## src/rtl/cache_pkg.sv

```systemverilog
// Shared types and tree-PLRU helpers for the n-way cache controller.
// The PLRU helpers work on up to 8 ways; callers zero-extend and truncate.
package cache_pkg;

  typedef enum logic [1:0] {
    ST_IDLE      = 2'd0,
    ST_COMPARE   = 2'd1,
    ST_WRITEBACK = 2'd2,
    ST_FILL      = 2'd3
  } state_e;

  localparam int MAX_LEVELS = 3;

  function automatic int plru_levels(input int ways);
    if (ways >= 8) return 3;
    else if (ways >= 4) return 2;
    else return 1;
  endfunction

  // Walk from the root: a 0 bit sends the victim search to the lower half.
  function automatic int plru_victim(input logic [31:0] bits, input int ways);
    int node;
    int lv;
    node = 0;
    lv   = plru_levels(ways);
    for (int lvl = 0; lvl < MAX_LEVELS; lvl++) begin
      if (lvl < lv) node = 2 * node + 1 + int'(bits[node]);
    end
    return node - (ways - 1);
  endfunction

  // Every node on the accessed path is made to point at the other subtree.
  function automatic logic [31:0] plru_update(input logic [31:0] bits, input int way,
                                              input int ways);
    logic [31:0] nb;
    logic [31:0] w;
    int          node;
    int          lv;
    nb   = bits;
    w    = 32'(way);
    node = 0;
    lv   = plru_levels(ways);
    for (int lvl = 0; lvl < MAX_LEVELS; lvl++) begin
      if (lvl < lv) begin
        nb[node] = ~w[lv-1-lvl];
        node     = 2 * node + 1 + int'(w[lv-1-lvl]);
      end
    end
    return nb;
  endfunction

endpackage

```

## src/rtl/plru_tree.sv

```systemverilog
// Combinational tree-PLRU: victim selection and post-access update for one set.
module plru_tree
  import cache_pkg::*;
#(
  parameter  int WAYS = 4,
  localparam int WIDX = $clog2(WAYS)
) (
  input  logic [WAYS-2:0] plru_bits,
  input  logic [WIDX-1:0] access_way,
  output logic [WIDX-1:0] victim,
  output logic [WAYS-2:0] plru_next
);

  assign victim    = WIDX'(plru_victim(32'(plru_bits), WAYS));
  assign plru_next = (WAYS-1)'(plru_update(32'(plru_bits), int'(access_way), WAYS));

endmodule

```

## src/rtl/nway_cache_control.sv

```systemverilog
// Set-associative cache controller: hit/miss compare, dirty writeback, line fill.
// Outputs decode from the current state and the addressed set's tag-array flags.
module nway_cache_control
  import cache_pkg::*;
#(
  parameter  int WAYS = 4,
  localparam int WIDX = $clog2(WAYS)
) (
  input  logic            clk,
  input  logic            rst_n,
  input  logic            mem_read,
  input  logic            mem_write,
  output logic            mem_resp,
  input  logic [WAYS-1:0] hit_way,
  input  logic [WAYS-1:0] valid_way,
  input  logic [WAYS-1:0] dirty_way,
  input  logic [WAYS-2:0] plru_out,
  output logic [WAYS-2:0] plru_in,
  output logic            load_plru,
  output logic [WIDX-1:0] way_sel,
  output logic [WAYS-1:0] load_data,
  output logic            data_in_sel,
  output logic [WAYS-1:0] load_tag,
  output logic [WAYS-1:0] load_valid,
  output logic [WAYS-1:0] load_dirty,
  output logic            dirty_in,
  output logic            pmem_addr_sel,
  output logic            pmem_read,
  output logic            pmem_write,
  input  logic            pmem_resp
);

  state_e          state_q, state_d;
  logic [WIDX-1:0] victim_q, victim_d;

  logic            req;
  logic            hit;
  logic [WIDX-1:0] hit_idx;
  logic [WIDX-1:0] inv_idx;
  logic            any_inv;
  logic [WIDX-1:0] plru_victim_w;
  logic [WIDX-1:0] miss_victim;
  logic [WAYS-2:0] plru_upd;
  logic [WAYS-1:0] hit_oh;
  logic [WAYS-1:0] victim_oh;

  assign req = mem_read | mem_write;
  assign hit = |hit_way;

  // Descending scan so the lowest matching index wins.
  always_comb begin
    hit_idx = '0;
    inv_idx = '0;
    any_inv = 1'b0;
    for (int i = WAYS - 1; i >= 0; i--) begin
      if (hit_way[i]) hit_idx = WIDX'(i);
      if (!valid_way[i]) begin
        inv_idx = WIDX'(i);
        any_inv = 1'b1;
      end
    end
  end

  plru_tree #(.WAYS(WAYS)) u_plru (
    .plru_bits (plru_out),
    .access_way(hit_idx),
    .victim    (plru_victim_w),
    .plru_next (plru_upd)
  );

  assign miss_victim = any_inv ? inv_idx : plru_victim_w;
  assign hit_oh      = WAYS'(1) << hit_idx;
  assign victim_oh   = WAYS'(1) << victim_q;

  always_comb begin
    state_d       = state_q;
    victim_d      = victim_q;
    mem_resp      = 1'b0;
    plru_in       = '0;
    load_plru     = 1'b0;
    way_sel       = '0;
    load_data     = '0;
    data_in_sel   = 1'b0;
    load_tag      = '0;
    load_valid    = '0;
    load_dirty    = '0;
    dirty_in      = 1'b0;
    pmem_addr_sel = 1'b0;
    pmem_read     = 1'b0;
    pmem_write    = 1'b0;
    case (state_q)
      ST_IDLE: begin
        if (req) state_d = ST_COMPARE;
      end
      ST_COMPARE: begin
        if (!req) begin
          state_d = ST_IDLE;
        end else if (hit) begin
          mem_resp  = 1'b1;
          way_sel   = hit_idx;
          load_plru = 1'b1;
          plru_in   = plru_upd;
          if (mem_write) begin
            load_data   = hit_oh;
            load_dirty  = hit_oh;
            data_in_sel = 1'b1;
            dirty_in    = 1'b1;
          end
          state_d = ST_IDLE;
        end else begin
          victim_d = miss_victim;
          state_d  = dirty_way[miss_victim] ? ST_WRITEBACK : ST_FILL;
        end
      end
      ST_WRITEBACK: begin
        pmem_write    = 1'b1;
        pmem_addr_sel = 1'b1;
        way_sel       = victim_q;
        if (pmem_resp) state_d = ST_FILL;
      end
      ST_FILL: begin
        pmem_read = 1'b1;
        if (pmem_resp) begin
          load_data  = victim_oh;
          load_tag   = victim_oh;
          load_valid = victim_oh;
          load_dirty = victim_oh;
          state_d    = ST_COMPARE;
        end
      end
      default: state_d = ST_IDLE;
    endcase
  end

  always_ff @(posedge clk or negedge rst_n) begin
    if (!rst_n) begin
      state_q  <= ST_IDLE;
      victim_q <= '0;
    end else begin
      state_q  <= state_d;
      victim_q <= victim_d;
    end
  end

endmodule
```

## config.mk

```make
export PLATFORM = sky130hd
export DESIGN_NAME = nway_cache_control
export DESIGN_NICKNAME = d
export VERILOG_FILES = /design/src/rtl/cache_pkg.sv /design/src/rtl/plru_tree.sv /design/src/rtl/nway_cache_control.sv
export SDC_FILE = /design/constraint.sdc
export NUM_CORES = 1
export LEC_CHECK = 0
export CORE_AREA = 3 3 47 49
export CTS_CLUSTER_SIZE = 14
export DETAILED_ROUTE_END_ITERATION = 10
export DIE_AREA = 0 0 50 52
export PLACE_DENSITY = 0.81
export SYNTH_ARGS = -nofsm -noshare
export SYNTH_HDL_FRONTEND = slang
export SYNTH_HIERARCHICAL = 1
export SYNTH_SLANG_ARGS = --single-unit
```

## constraint.sdc

```tcl
create_clock -name clk -period 3.65 [get_ports clk]
set_input_delay 0.73 -clock clk [delete_from_list [all_inputs] [get_ports clk]]
set_output_delay 0.73 -clock clk [all_outputs]
set_load 0.05 [all_outputs]
```

Yosys cells after proc, flatten, opt, wreduce, memory -nomap -nowiden
Cells that the tools add are included.

operators by class
  $add $sub $neg = 5
  magnitude comparators = 4
  equality and inequality tests = 6
  shift operators = 2
  mux-type cells = 49
  bitwise logic cells = 4
  reduce and logical (&&, ||, !) cells = 5

operators by type and width
  kind                                                                    number
  32-bit bitwise mux                                                      1
  32-bit by 1-bit >= comparator with 1-bit output, second input constant  1
  32-bit by 7-bit < comparator with 1-bit output, second input constant   1
  2-bit 2-to-1 mux                                                        16
  4-bit 2-to-1 mux                                                        5
  1-bit 2-to-1 mux                                                        18
  3-bit 2-to-1 mux                                                        3
  2-bit case mux with 4 select lines                                      1
  4-bit case mux with 2 select lines                                      1
  1-bit by 2-bit << shifter with 4-bit output, first input constant       2
  2-bit by 6-bit < comparator with 1-bit output, second input constant    1
  2-bit inequality test, second input constant                            3
  3-bit AND reduction                                                     2
  1-bit binary-select mux with 5-bit select                               1
  1-bit demux with 5-bit select                                           1
  1-bit by 1-bit adder with 2-bit output, first input constant            2
  2-bit == test, second input constant                                    2
  2-bit case mux with 2 select lines                                      1
  4-bit OR reduction                                                      1
  2-bit by 3-bit < comparator with 1-bit output, second input constant    1
  1-bit NOT                                                               3
  2-bit adder                                                             1
  2-bit adder, second input constant                                      1
  1-bit binary-select mux with 2-bit select                               1
  5 further kinds                                                         5

storage, ports and cells
  register bits after elaboration = 4
  bits of input ports = 20
  output and inout bits = 28
  word-level logic and storage cells = 77

Depth between registers and ports, before layout
Gate-level depths: netlist of the first run.

  depth after elaboration = 13
  depth in mapped cells = 7
  depth with buffers taken out = 7

Cells and area by module
Netlist of the first run, hierarchy kept.

modules (own cells, without submodules)
  module              instances  cells an instance  area each (µm²)  seq. area each (µm²)
  nway_cache_control  1          83                 613.1            100.1
  plru_tree           1          8                  42.5             0.0

Worst setup path before layout of the first run
OpenSTA, ideal clock, no wires.

  kind = reg-to-output
  start point = reg state_q[0]
  end point = out load_dirty[0]
  arrival time = 2.888 ns
  data required time = 2.920 ns
  setup slack = 0.032 ns
  cell stages (with the launch flop) = 6
  cells stage by stage = dfrtp_1 > ha_1 > nand2_1 > nor3_1 > a31o_2 > buf_4

between the ends
  word-level cells in the longest chain between the ends = 2
  elaborated cells between the ends (all ways) = 3
  classes of those cells = eq/ne: 2; mux: 1

RTL lines
  element                                                                           line                       RTL
  from (decl)                                                                       nway_cache_control.sv:33   state_e state_q, state_d;
  from (signal assigned)                                                            nway_cache_control.sv:140  state_q <= state_d;
  2-bit == test / 2-bit by 1-bit == test with 1-bit output (equally long branches)  --
  4-bit case mux with 2 select lines *                                              --
  to (decl)                                                                         nway_cache_control.sv:25   output logic [WAYS-1:0] load_dirty,

Every way passes the cells marked *; elsewhere a longest branch is shown, timed or not.

Worst setup path after layout of the first run
  start point = in hit_way[2]
  end point = out load_data[2]

between the ends
  word-level cells in the longest chain between the ends = 8
  elaborated cells between the ends (all ways) = 9
  classes of those cells = shift: 1; mux: 7; reduce/logical: 1

RTL lines
  element                                      line                       RTL
  from (decl)                                  nway_cache_control.sv:14   input logic [WAYS-1:0] hit_way,
  2-bit 2-to-1 mux (3 in a row)                nway_cache_control.sv:56   if (hit_way[i]) hit_idx = WIDX'(i);
  1-bit by 2-bit << shifter with 4-bit output  nway_cache_control.sv:72   assign hit_oh = WAYS'(1) << hit_idx;
  4-bit 2-to-1 mux                             nway_cache_control.sv:103  if (mem_write) begin
  4-bit 2-to-1 mux *                           nway_cache_control.sv:98   end else if (hit) begin
  4-bit 2-to-1 mux *                           nway_cache_control.sv:96   if (!req) begin
  4-bit case mux with 2 select lines *         nway_cache_control.sv:91   case (state_q)
  to (decl)                                    nway_cache_control.sv:21   output logic [WAYS-1:0] load_data,

Marks and branches as above.

==> key figures, run 1 <==
Status
  • Outcome: complete, no violations

Floorplan
  • Die Width: 50 um
  • Die Ht: 52 um
  • Initial Util: 34.47%
  • Boundary Pins: 48
  • Rows: 16
  • Core area: 0.001902 mm2
  • Die area: 0.002600 mm2

Synthesis
  • Synth unique cells: 30
  • Synth top cells by count: buf_4, nor2_1, inv_1
  • EDFF count, synth: 0
  • Syn_area_per_cell: 7.205 um2
  • Asr flop ratio synth: 100.0%
  • Mapped Area: 655.6 um2
  • Area contributors post-synth: dfrtp_1, buf_4, ha_1
  • Register area share after synthesis: 15.27%
  • Synthesis-stage register bit count: 4
  • Yosys warning count: 6
  • Yosys top cell by area: dfrtp_1
  • Syn_nets: 115
  • Synth top area share: 15.27%
  • Post-Synthesis Cells: 91
  • Top_reg_cell synth: dfrtp_1

Timing
  • Final worst path period need: 3.298 ns
  • Slew @ Worst Pin: 0.5028 ns
  • Max-slew headroom: 66.38%
  • Clock skew: 0.001410 ns
  • Slew Limit Fails: 0
  • Fin. Hold Viols: 0
  • TNS Setup: 0 ns
  • Unrepaired setup endpoints after global routing: false
  • Setup Viol. Count Final: 0
  • Fin crit share: 90.35%
  • Max Fclk: 303.2 MHz

Power and ir drop
  • Switching share of power: 53.20%
  • Share of power burned in registers: 16.9%
  • Worst vdd ir: 0.0002418 V
  • Comb pwr share: 72.6%
  • Switching pwr: 271.0 uW
  • Clock power share: 10.5%
  • Pwr dens: 468.0 mW/mm2
  • P_int: 238.5 uW
  • Pleak: 0.4394 nW
  • Total power: 509.5 uW

Worst setup path
  • Reg-to-reg slack, setup: 2.12 ns
  • CP most frequent cell: clkdlybuf4s50_1
  • Critical path required time: 2.92 ns
  • Slowest CP cell: clkdlybuf4s50_1
  • R2R depth: 7
  • Crit path buf inv count: 3
  • Critical Path Source Type: primary input
  • Max Fanout on Critical Path: 3
  • Crit-path cells: clkdlybuf4s50_1 -> inv_1 -> nor4_1 -> or2_2 -> clkdlybuf4s50_1
  • CP arrival: 2.57 ns
  • CP Depth: 5
  • Critical Path Sink Type: output pin
  • Crit path max-delay family: buffers and inverters
  • Max incr delay on CP: 0.79 ns
  • Setup CP Type: in -> out

Clocking
  • H-tree depth: 1
  • CTS tree: yes
  • Worst skew pair latency: 0.23 ns
  • CTS Buf Count: 3
  • Root Driver: clkbuf_4
  • Post_cts resized: 0
  • Maximum clock insertion buffer count: 2
  • Hold buffers post-CTS: 0
  • Postcts setup bufs: 0
  • Clk sinks: 4
  • CTS clk-pin slew, worst paths: 0.03 ns

Run
  • # Max-Cap Violations: 0

Global route
  • Pin count of the biggest net entering global routing: 10
  • Vias in the first global route: 682
  • First-pass GRT wire length: 2.746 mm
  • Overflow after GRT: 0
  • Total Routing Usage GR: 13.41%
  • Initial antenna violation count: 0

Detailed routing
  • M1 WL: 729 um
  • Highest Signal Layer: met4
  • Final ANT Viol Nets: 0
  • Met2 Routed Length: 777 um
  • Met3 routed WL: 172 um
  • Vias: 756
  • Final WL: 1.692 mm
  • Via/cell ratio: 4.877
  • Wire per inst: 10.92 um
  • 1st-iter DRT viols: 8
  • Drt pass-1 iters: 4
  • # DRC: 0

Cells and area
  • Diode count: 0
  • # fillers: 172
  • Area Overhead vs Synth: 66.03%
  • Fin util: 57.24%
  • Multi-input gate area: 412.9 um2
  • # nets final: 154
  • Layout cells sized above 1: 13.28%
  • Register area: 100.1 um2

Place
  • Routability Congestion: 0.7735
  • # port buffers: 47
  • DP HPWL: 1.502 mm

Min path
  • Worst Hold Class: reg -> reg
  • Hold Crit Depth: 2
[path summary, 6_finish.rpt]
check                       startpoint      endpoint
min                        victim_q[0]   victim_q[0]
max                         hit_way[2]  load_data[2]
min in group asynchronous        rst_n    state_q[0]
min reg2reg                victim_q[0]   victim_q[0]
max in group asynchronous        rst_n   victim_q[1]
max reg2reg                 state_q[0]    state_q[0]
[cells by family (layout without fill, tap and decap cells)]
group	count (synthesis)	in the layout	synth area share, %
AOI/OAI and AO/OA	20	20	21.57
buffers and inverters	24	61	21.76
and+or+nand+nor	36	36	29.20
muxes	3	3	4.580
adders and majority gates	4	4	7.634
DFF	4	4	15.27
[through the flow]
step,hold slack (ns),cells,instance area [um2],setup WS (ns)
final,0.6130,155,1089,0.3524
after global routing,0.6503,155,1089,0.2560
after CTS,0.6145,155,1089,0.3426
after detailed placement,0.6085,152,1066,0.3600
after global placement,0.5926,152,1066,0.3455
after floorplan,0.4344,91,655.6,0.03234
[final cells by class]
class	instances	area share, %
Timing Repair Buffer	47	43.91
Multi-Input combinational cell	63	37.93
Sequential cell	4	9.195
Inverter	11	3.793
Tap cell	27	3.103
Clock buffer	3	2.069
[per-layer routing]
metal  GRT usage, %  vias to the layer above
li1               -                      381
met1          13.97                      334
met2          24.57                       39
met3          4.011                        2
met4          5.991                        0
met5              0                        -
[power by group through the flow]
stage | combinational [mW] | sequential, mW | clock (mW)
6_report | 0.370 | 0.0859 | 0.0534
5_1_grt | 0.393 | 0.0907 | 0.0589
4_1_cts | 0.374 | 0.0861 | 0.0553
3_5_place_dp | 0.374 | 0.0870 | 0
3_3_place_gp | 0.368 | 0.0843 | 0
2_1_floorplan | 0.259 | 0.0793 | 0
[state kept, by name, summed over array words and instances, names as in the netlist]
signal,cells
victim_q,2
state_q,2
[worst min-delay path, cell delays in order, from the launching register on]
cell	delay, ns
dfrtp_1	0.42
inv_1	0.07
o21ai_0	0.07
[placed cells by master (no fill, tap or decap), drive strengths merged]
master,count
or2,1
nand2,6
nor3,3
clkbuf,3
nor2b,1
nand3b,1
mux2i,3
o2111ai,1
clkdlybuf4s50,40
a21oi,4
or3,1
and2,3
o211ai,2
and2b,1
a211o,1
a31o,1
ha,4
nand3,4
o21ai,7
a21boi,1
dfrtp,4
a41oi,1
nor2,12
o22ai,1
o32ai,1
buf,7
nor4,3
inv,11
No activity file was read; power rests on OpenSTA's default activity.
==> run 2, diff against run 1 <==
--- a/config.mk
+++ b/config.mk
@@ -10,6 +10,7 @@
 export DETAILED_ROUTE_END_ITERATION = 10
 export DIE_AREA = 0 0 50 52
 export PLACE_DENSITY = 0.81
+export REMOVE_ABC_BUFFERS = 1
 export SYNTH_ARGS = -nofsm -noshare
 export SYNTH_HDL_FRONTEND = slang
 export SYNTH_HIERARCHICAL = 1
==> key figures, run 2 (synthesized netlist as in run 1, its figures left out) <==
Detailed routing
  • Final WL: 1.720 mm (+1.7%)
  • Vias: 746 (-1.3%)
  • Final ANT Viol Nets: 0 (unchanged)
  • # DRC: 0 (unchanged)
  • Wire per inst: 11.10 um (+1.7%)
  • 1st-iter DRT viols: 8 (unchanged)
  • Via/cell ratio: 4.813 (-1.3%)
  • Drt pass-1 iters: 4 (unchanged)

Min path
  • Hold Crit Depth: 2 (unchanged)
  • Worst Hold Class: reg -> reg
  • Worst hold start: victim_q[0]
  • Worst Hold End: victim_q[0]

Worst setup path
  • Critical Path Sink Type: output pin
  • Setup CP Type: in -> out
  • R2R Path Start: state_q[0]
  • CP arrival: 2.62 ns (+0.05 ns)
  • R2R depth: 7 (unchanged)
  • Reg-to-reg slack, setup: 2.08 ns (-0.04 ns)
  • Reg2reg end: state_q[0]
  • Critical path required time: 2.92 ns (about the same)
  • Critical Path Source Type: primary input
  • Max Fanout on Critical Path: 9 (+6)

Power and ir drop
  • Share of power burned in registers: 16.7% (-0.2 points)
  • Worst vdd ir: 0.0002109 V (-13%)
  • Switching share of power: 53.34% (+0.15 points)
  • Comb pwr share: 72.5% (about the same)
  • Pwr dens: 469.6 mW/mm2 (+0.33%)
  • Pleak: 0.4394 nW (unchanged)
  • Total power: 511.2 uW (+0.33%)
  • Clock power share: 10.8% (+0.3 points)
  • Switching pwr: 272.7 uW (+0.62%)
  • P_int: 238.5 uW (about the same)

Global route
  • Initial antenna violation count: 0 (unchanged)
  • Overflow after GRT: 0 (unchanged)
  • Pin count of the biggest net entering global routing: 10 (unchanged)
  • First-pass GRT wire length: 2.656 mm (-3.3%)
  • Total Routing Usage GR: 13.18% (-0.23 points)
  • Vias in the first global route: 669 (-1.9%)

Floorplan
  • Boundary Pins: 48 (unchanged)
  • Rows: 16 (unchanged)
  • Core area: 0.001902 mm2 (unchanged)
  • Die area: 0.002600 mm2 (unchanged)
  • Initial Util: 34.47% (unchanged)
  • Die Ht: 52 um (unchanged)
  • Die Width: 50 um (unchanged)

Place
  • DP HPWL: 1.538 mm (+2.4%)
  • Setup WS pre-CTS: 0.3004 ns (-0.05959 ns)
  • Routability Congestion: 0.7390 (-4.5%)
  • # port buffers: 47 (unchanged)
  • DP Area: 0.001066 mm2 (unchanged)

Timing
  • Clock skew: 0.002821 ns (+0.001411 ns)
  • Unrepaired setup endpoints after global routing: false
  • Slew Limit Fails: 0 (unchanged)
  • Fin. Hold Viols: 0 (unchanged)
  • Fin crit share: 91.71% (+1.4 points)
  • Max Fclk: 298.8 MHz (-1.5%)
  • TNS Setup: 0 ns (unchanged)
  • Final worst path period need: 3.347 ns (+0.04961 ns)
  • Max-slew headroom: 66.32% (about the same)
  • Setup Viol. Count Final: 0 (unchanged)
  • PnR worst setup slack: 0.3027 ns (-0.04961 ns)
  • Slew @ Worst Pin: 0.5036 ns (+0.0008256 ns)

Cells and area
  • Commonest non-fill, non-tap cells in the layout: clkdlybuf4s50_1, nor2_1, inv_1
  • Area Overhead vs Synth: 66.03% (unchanged)
  • # nets final: 154 (unchanged)
  • Fin area: 0.001089 mm2 (unchanged)
  • Largest regs: state_q (2), victim_q (2)
  • Diode count: 0 (unchanged)
  • Register area: 100.1 um2 (unchanged)
  • Most common cell after layout, fill and taps aside: clkdlybuf4s50_1
  • # fillers: 170 (-1.2%)
  • Layout cells sized above 1: 13.28% (unchanged)
  • Multi-input gate area: 412.9 um2 (unchanged)

Clocking
  • Clk sinks: 4 (unchanged)
  • CTS tree: yes
  • Post_cts resized: 0 (unchanged)
  • CTS Buf Count: 3 (unchanged)
  • CTS clk-pin slew, worst paths: 0.04 ns (about the same)
  • Root Driver: clkbuf_4
  • H-tree depth: 1 (unchanged)
  • Worst skew pair latency: 0.24 ns (about the same)
  • Hold buffers post-CTS: 0 (unchanged)
  • Postcts setup bufs: 0 (unchanged)
  • Maximum clock insertion buffer count: 2 (unchanged)

Run
  • # Max-Cap Violations: 0 (unchanged)

Status
  • Outcome: complete, no violations
-- run 2: worst max-delay path by stage --
| stage | depth (start not counted) | from | endpoint |
|---|---|---|---|
| finish | 5 | hit_way[0] | load_data[3] |
| global placement | 5 | hit_way[0] | load_data[3] |
| global route | 5 | hit_way[0] | load_data[3] |
| detailed placement | 5 | hit_way[0] | load_data[3] |
| CTS | 5 | hit_way[0] | load_data[3] |
| floorplan | 4 | state_q[0] | load_data[0] |
-- run 2: layout make-up --
class	instances	share of cell area (%)
tap	27	3.103
multi-input combinational	63	37.93
clock buffer	3	2.069
timing repair buffer	47	43.91
inverter	11	3.793
sequential	4	9.195
-- run 2: per-stage QoR --
stage	utilization (%)	cells	hold slack, ns
3_3_place_gp	56.05	152	0.5965
2_1_floorplan	-	78	0.4344
4_1_cts	57.24	155	0.6185
3_5_place_dp	56.05	152	0.6119
6_report	57.24	155	0.6164
5_1_grt	57.24	155	0.6572
-- run 2: power by group through the flow --
stage	registers (mW)	clock network [mW]	logic [mW]
4_1_cts	0.0865	0.0561	0.374
5_1_grt	0.0897	0.0560	0.395
6_report	0.0855	0.0551	0.371
3_5_place_dp	0.0870	0	0.373
2_1_floorplan	0.0793	0	0.239
3_3_place_gp	0.0845	0	0.369
-- run 2: metal layers --
| metal | track usage (%) | vias to the layer above | part of all wire (%) | routed length (um) |
|---|---|---|---|---|
| li1 | - | 380 | - | - |
| met3 | 4.011 | 4 | 10 | 180 |
| met1 | 12.61 | 322 | 38 | 648 |
| met4 | 5.530 | 0 | 1.2 | 21 |
| met2 | 25.65 | 40 | 51 | 870 |
| met5 | 0 | - | 0 | 0 |
-- run 2: critical path, stage by stage --
cell and delay (ns):
clkdlybuf4s50_1 0.59, nor2_1 0.17, nand3_1 0.08, o22ai_1 0.19, clkdlybuf4s50_1 0.85
==> run 3, diff against run 2 <==
--- a/config.mk
+++ b/config.mk
@@ -5,11 +5,13 @@
 export SDC_FILE = /design/constraint.sdc
 export NUM_CORES = 1
 export LEC_CHECK = 0
-export CORE_AREA = 3 3 47 49
+export CELL_PAD_IN_SITES_DETAIL_PLACEMENT = 0
+export CELL_PAD_IN_SITES_GLOBAL_PLACEMENT = 1
+export CORE_AREA = 3 3 57 59
 export CTS_CLUSTER_SIZE = 14
 export DETAILED_ROUTE_END_ITERATION = 10
-export DIE_AREA = 0 0 50 52
-export PLACE_DENSITY = 0.81
+export DIE_AREA = 0 0 60 62
+export PLACE_DENSITY_LB_ADDON = 0.1
 export REMOVE_ABC_BUFFERS = 1
 export SYNTH_ARGS = -nofsm -noshare
 export SYNTH_HDL_FRONTEND = slang
==> key figures, run 3 (synthesized netlist as in run 1, its figures left out) <==
Floorplan
  • Boundary Pins: 48 (unchanged)
  • Core area: 0.002758 mm2 (+45%)
  • Initial Util: 23.77% (-11 points)
  • Rows: 19 (+3)
  • Die Ht: 62 um (+19%)
  • Die area: 0.003720 mm2 (+43%)
  • Die Width: 60 um (+20%)

Worst setup path
  • Critical Path Source Type: primary input
  • Crit-path cells: clkdlybuf4s50_1 -> nor2_1 -> nand3_1 -> o22ai_1 -> clkdlybuf4s50_1
  • Crit path max-delay family: buffers and inverters
  • CP arrival: 2.59 ns (-0.03 ns)
  • Critical Path Sink Type: output pin
  • Critical path required time: 2.92 ns (about the same)
  • Slowest CP cell: clkdlybuf4s50_1
  • CP most frequent cell: clkdlybuf4s50_1
  • Max incr delay on CP: 0.84 ns (about the same)
  • Setup CP Type: in -> out
  • Crit path buf inv count: 2 (unchanged)
  • Max Fanout on Critical Path: 9 (unchanged)

Power and ir drop
  • Total power: 513.7 uW (+0.49%)
  • Clock power share: 10.5% (-0.3 points)
  • Switching share of power: 53.52% (+0.18 points)
  • Worst vdd ir: 0.0003272 V (+55%)
  • Share of power burned in registers: 16.7% (about the same)
  • Comb pwr share: 72.8% (+0.3 points)
  • P_int: 238.7 uW (+0.11%)
  • Switching pwr: 275.0 uW (+0.83%)
  • Pleak: 0.4522 nW (+2.9%)
  • Pwr dens: 470.8 mW/mm2 (+0.26%)

Cells and area
  • Diode count: 0 (unchanged)
  • Area Overhead vs Synth: 66.41%
  • # nets final: 154 (unchanged)
  • Largest regs: state_q (2), victim_q (2)
  • Post-Layout Cell Count: 159 (+2.6%)
  • Most common cell after layout, fill and taps aside: clkdlybuf4s50_1
  • Commonest non-fill, non-tap cells in the layout: clkdlybuf4s50_1, nor2_1, inv_1, buf_4, nand2_1
  • Layout cells sized above 1: 17.97% (+4.7 points)

Timing
  • Unrepaired setup endpoints after global routing: false
  • Fin crit share: 91.00% (-0.71 points)
  • Fin. Hold Viols: 0 (unchanged)
  • Max-slew headroom: 66.51% (+0.19 points)
  • Slew @ Worst Pin: 0.5008 ns (-0.002783 ns)
  • Setup Viol. Count Final: 0 (unchanged)
  • Final worst path period need: 3.321 ns (-0.02576 ns)
  • Slew Limit Fails: 0 (unchanged)
  • Max Fclk: 301.1 MHz (+0.78%)
  • TNS Setup: 0 ns (unchanged)
  • Clock skew: 0.003284 ns (+0.0004637 ns)

Global route
  • Vias in the first global route: 707 (+5.7%)
  • Total Routing Usage GR: 10.05% (-3.1 points)
  • Overflow after GRT: 0 (unchanged)
  • Pin count of the biggest net entering global routing: 10 (unchanged)
  • Initial antenna violation count: 0 (unchanged)
  • First-pass GRT wire length: 2.911 mm (+9.6%)

Detailed routing
  • Final ANT Viol Nets: 0 (unchanged)
  • Drt pass-1 iters: 4 (unchanged)
  • 1st-iter DRT viols: 15 (+7)
  • Via/cell ratio: 4.642 (-3.6%)
  • # DRC: 0 (unchanged)
  • Vias: 738 (-1.1%)
  • Final WL: 1.897 mm (+10%)
  • Wire per inst: 11.93 um (+7.5%)

Place
  • Routability Congestion: 0.7220 (-2.3%)
  • # port buffers: 47 (unchanged)
  • DP HPWL: 1.684 mm (+9.5%)
  • Placed Instances: 156 (+2.6%)

Status
  • Outcome: complete, no violations

Clocking
  • Hold buffers post-CTS: 0 (unchanged)
  • H-tree depth: 1 (unchanged)
  • Clk sinks: 4 (unchanged)
  • CTS tree: yes
  • CTS Buf Count: 3 (unchanged)
  • Maximum clock insertion buffer count: 2 (unchanged)
  • Worst skew pair latency: 0.23 ns (about the same)
  • Postcts setup bufs: 0 (unchanged)
  • CTS clk-pin slew, worst paths: 0.04 ns (about the same)
  • Root Driver: clkbuf_4
  • Post_cts resized: 0 (unchanged)

Min path
  • Worst Hold Class: reg -> reg

Run
  • # Max-Cap Violations: 0 (unchanged)
==> run 3: worst register-to-register path, delay by kind of cell, from the launching register on <==
| family | cells | cell delay (ns) |
|---|---|---|
| DFF | 1 | 0.39 |
| adders and majority gates | 1 | 0.29 |
| buffers and inverters | 1 | 0.08 |
| AOI/OAI and AO/OA | 2 | 0.45 |
| and+or+nand+nor | 3 | 0.29 |
==> run 3: layout make-up <==
| cell class | instances | area, um2 |
|---|---|---|
| Multi-Input combinational cell | 63 | 412.9 |
| Fill cell | 295 | 1667 |
| Sequential cell | 4 | 100.1 |
| Clock buffer | 3 | 22.52 |
| Tap cell | 31 | 38.79 |
| Timing Repair Buffer | 47 | 475.5 |
| Inverter | 11 | 41.29 |
==> run 3: metal layers <==
layer / wire length [um] / part of all wire, % / global-route usage, %
met1: 814 / 43 / 12.21
met2: 891 / 47 / 18.21
met3: 185 / 9.8 / 1.653
met4: 6 / 0.32 / 2.848
met5: 0 / 0 / 0
==> run 3: metrics by stage <==
stage	hold slack, ns	instance area, um2	setup WS (ns)	util, %
finish	0.6198	1091	0.3285	39.56
floorplan	0.4344	554.3	-0.8882	-
CTS	0.6202	1091	0.3280	39.56
global route	0.6684	1091	0.2022	39.56
global placement	0.6069	1069	0.3708	38.75
detailed placement	0.6146	1069	0.3370	38.75
==> run 3: power by group through the flow <==
stage / Sequential, mW / Combinational [mW] / Clock (mW)
3_3_place_gp: 0.0879 / 0.376 / 0
5_1_grt: 0.0897 / 0.400 / 0.0615
6_report: 0.0857 / 0.374 / 0.0538
3_5_place_dp: 0.0872 / 0.379 / 0
2_1_floorplan: 0.0793 / 0.239 / 0
4_1_cts: 0.0866 / 0.380 / 0.0560
==> run 3: path summary, 6_finish.rpt <==
check / slack [ns] / startpoint / endpoint / depth (start not counted)
min: 0.62 / victim_q[0] / victim_q[0] / 2
max reg2reg: 2.07 / state_q[0] / state_q[0] / 7
min reg2reg: 0.62 / victim_q[0] / victim_q[0] / 2
max in group asynchronous: 2.77 / rst_n / state_q[0] / 1
min in group asynchronous: 0.71 / rst_n / victim_q[0] / 1
max: 0.33 / hit_way[0] / load_dirty[3] / 5
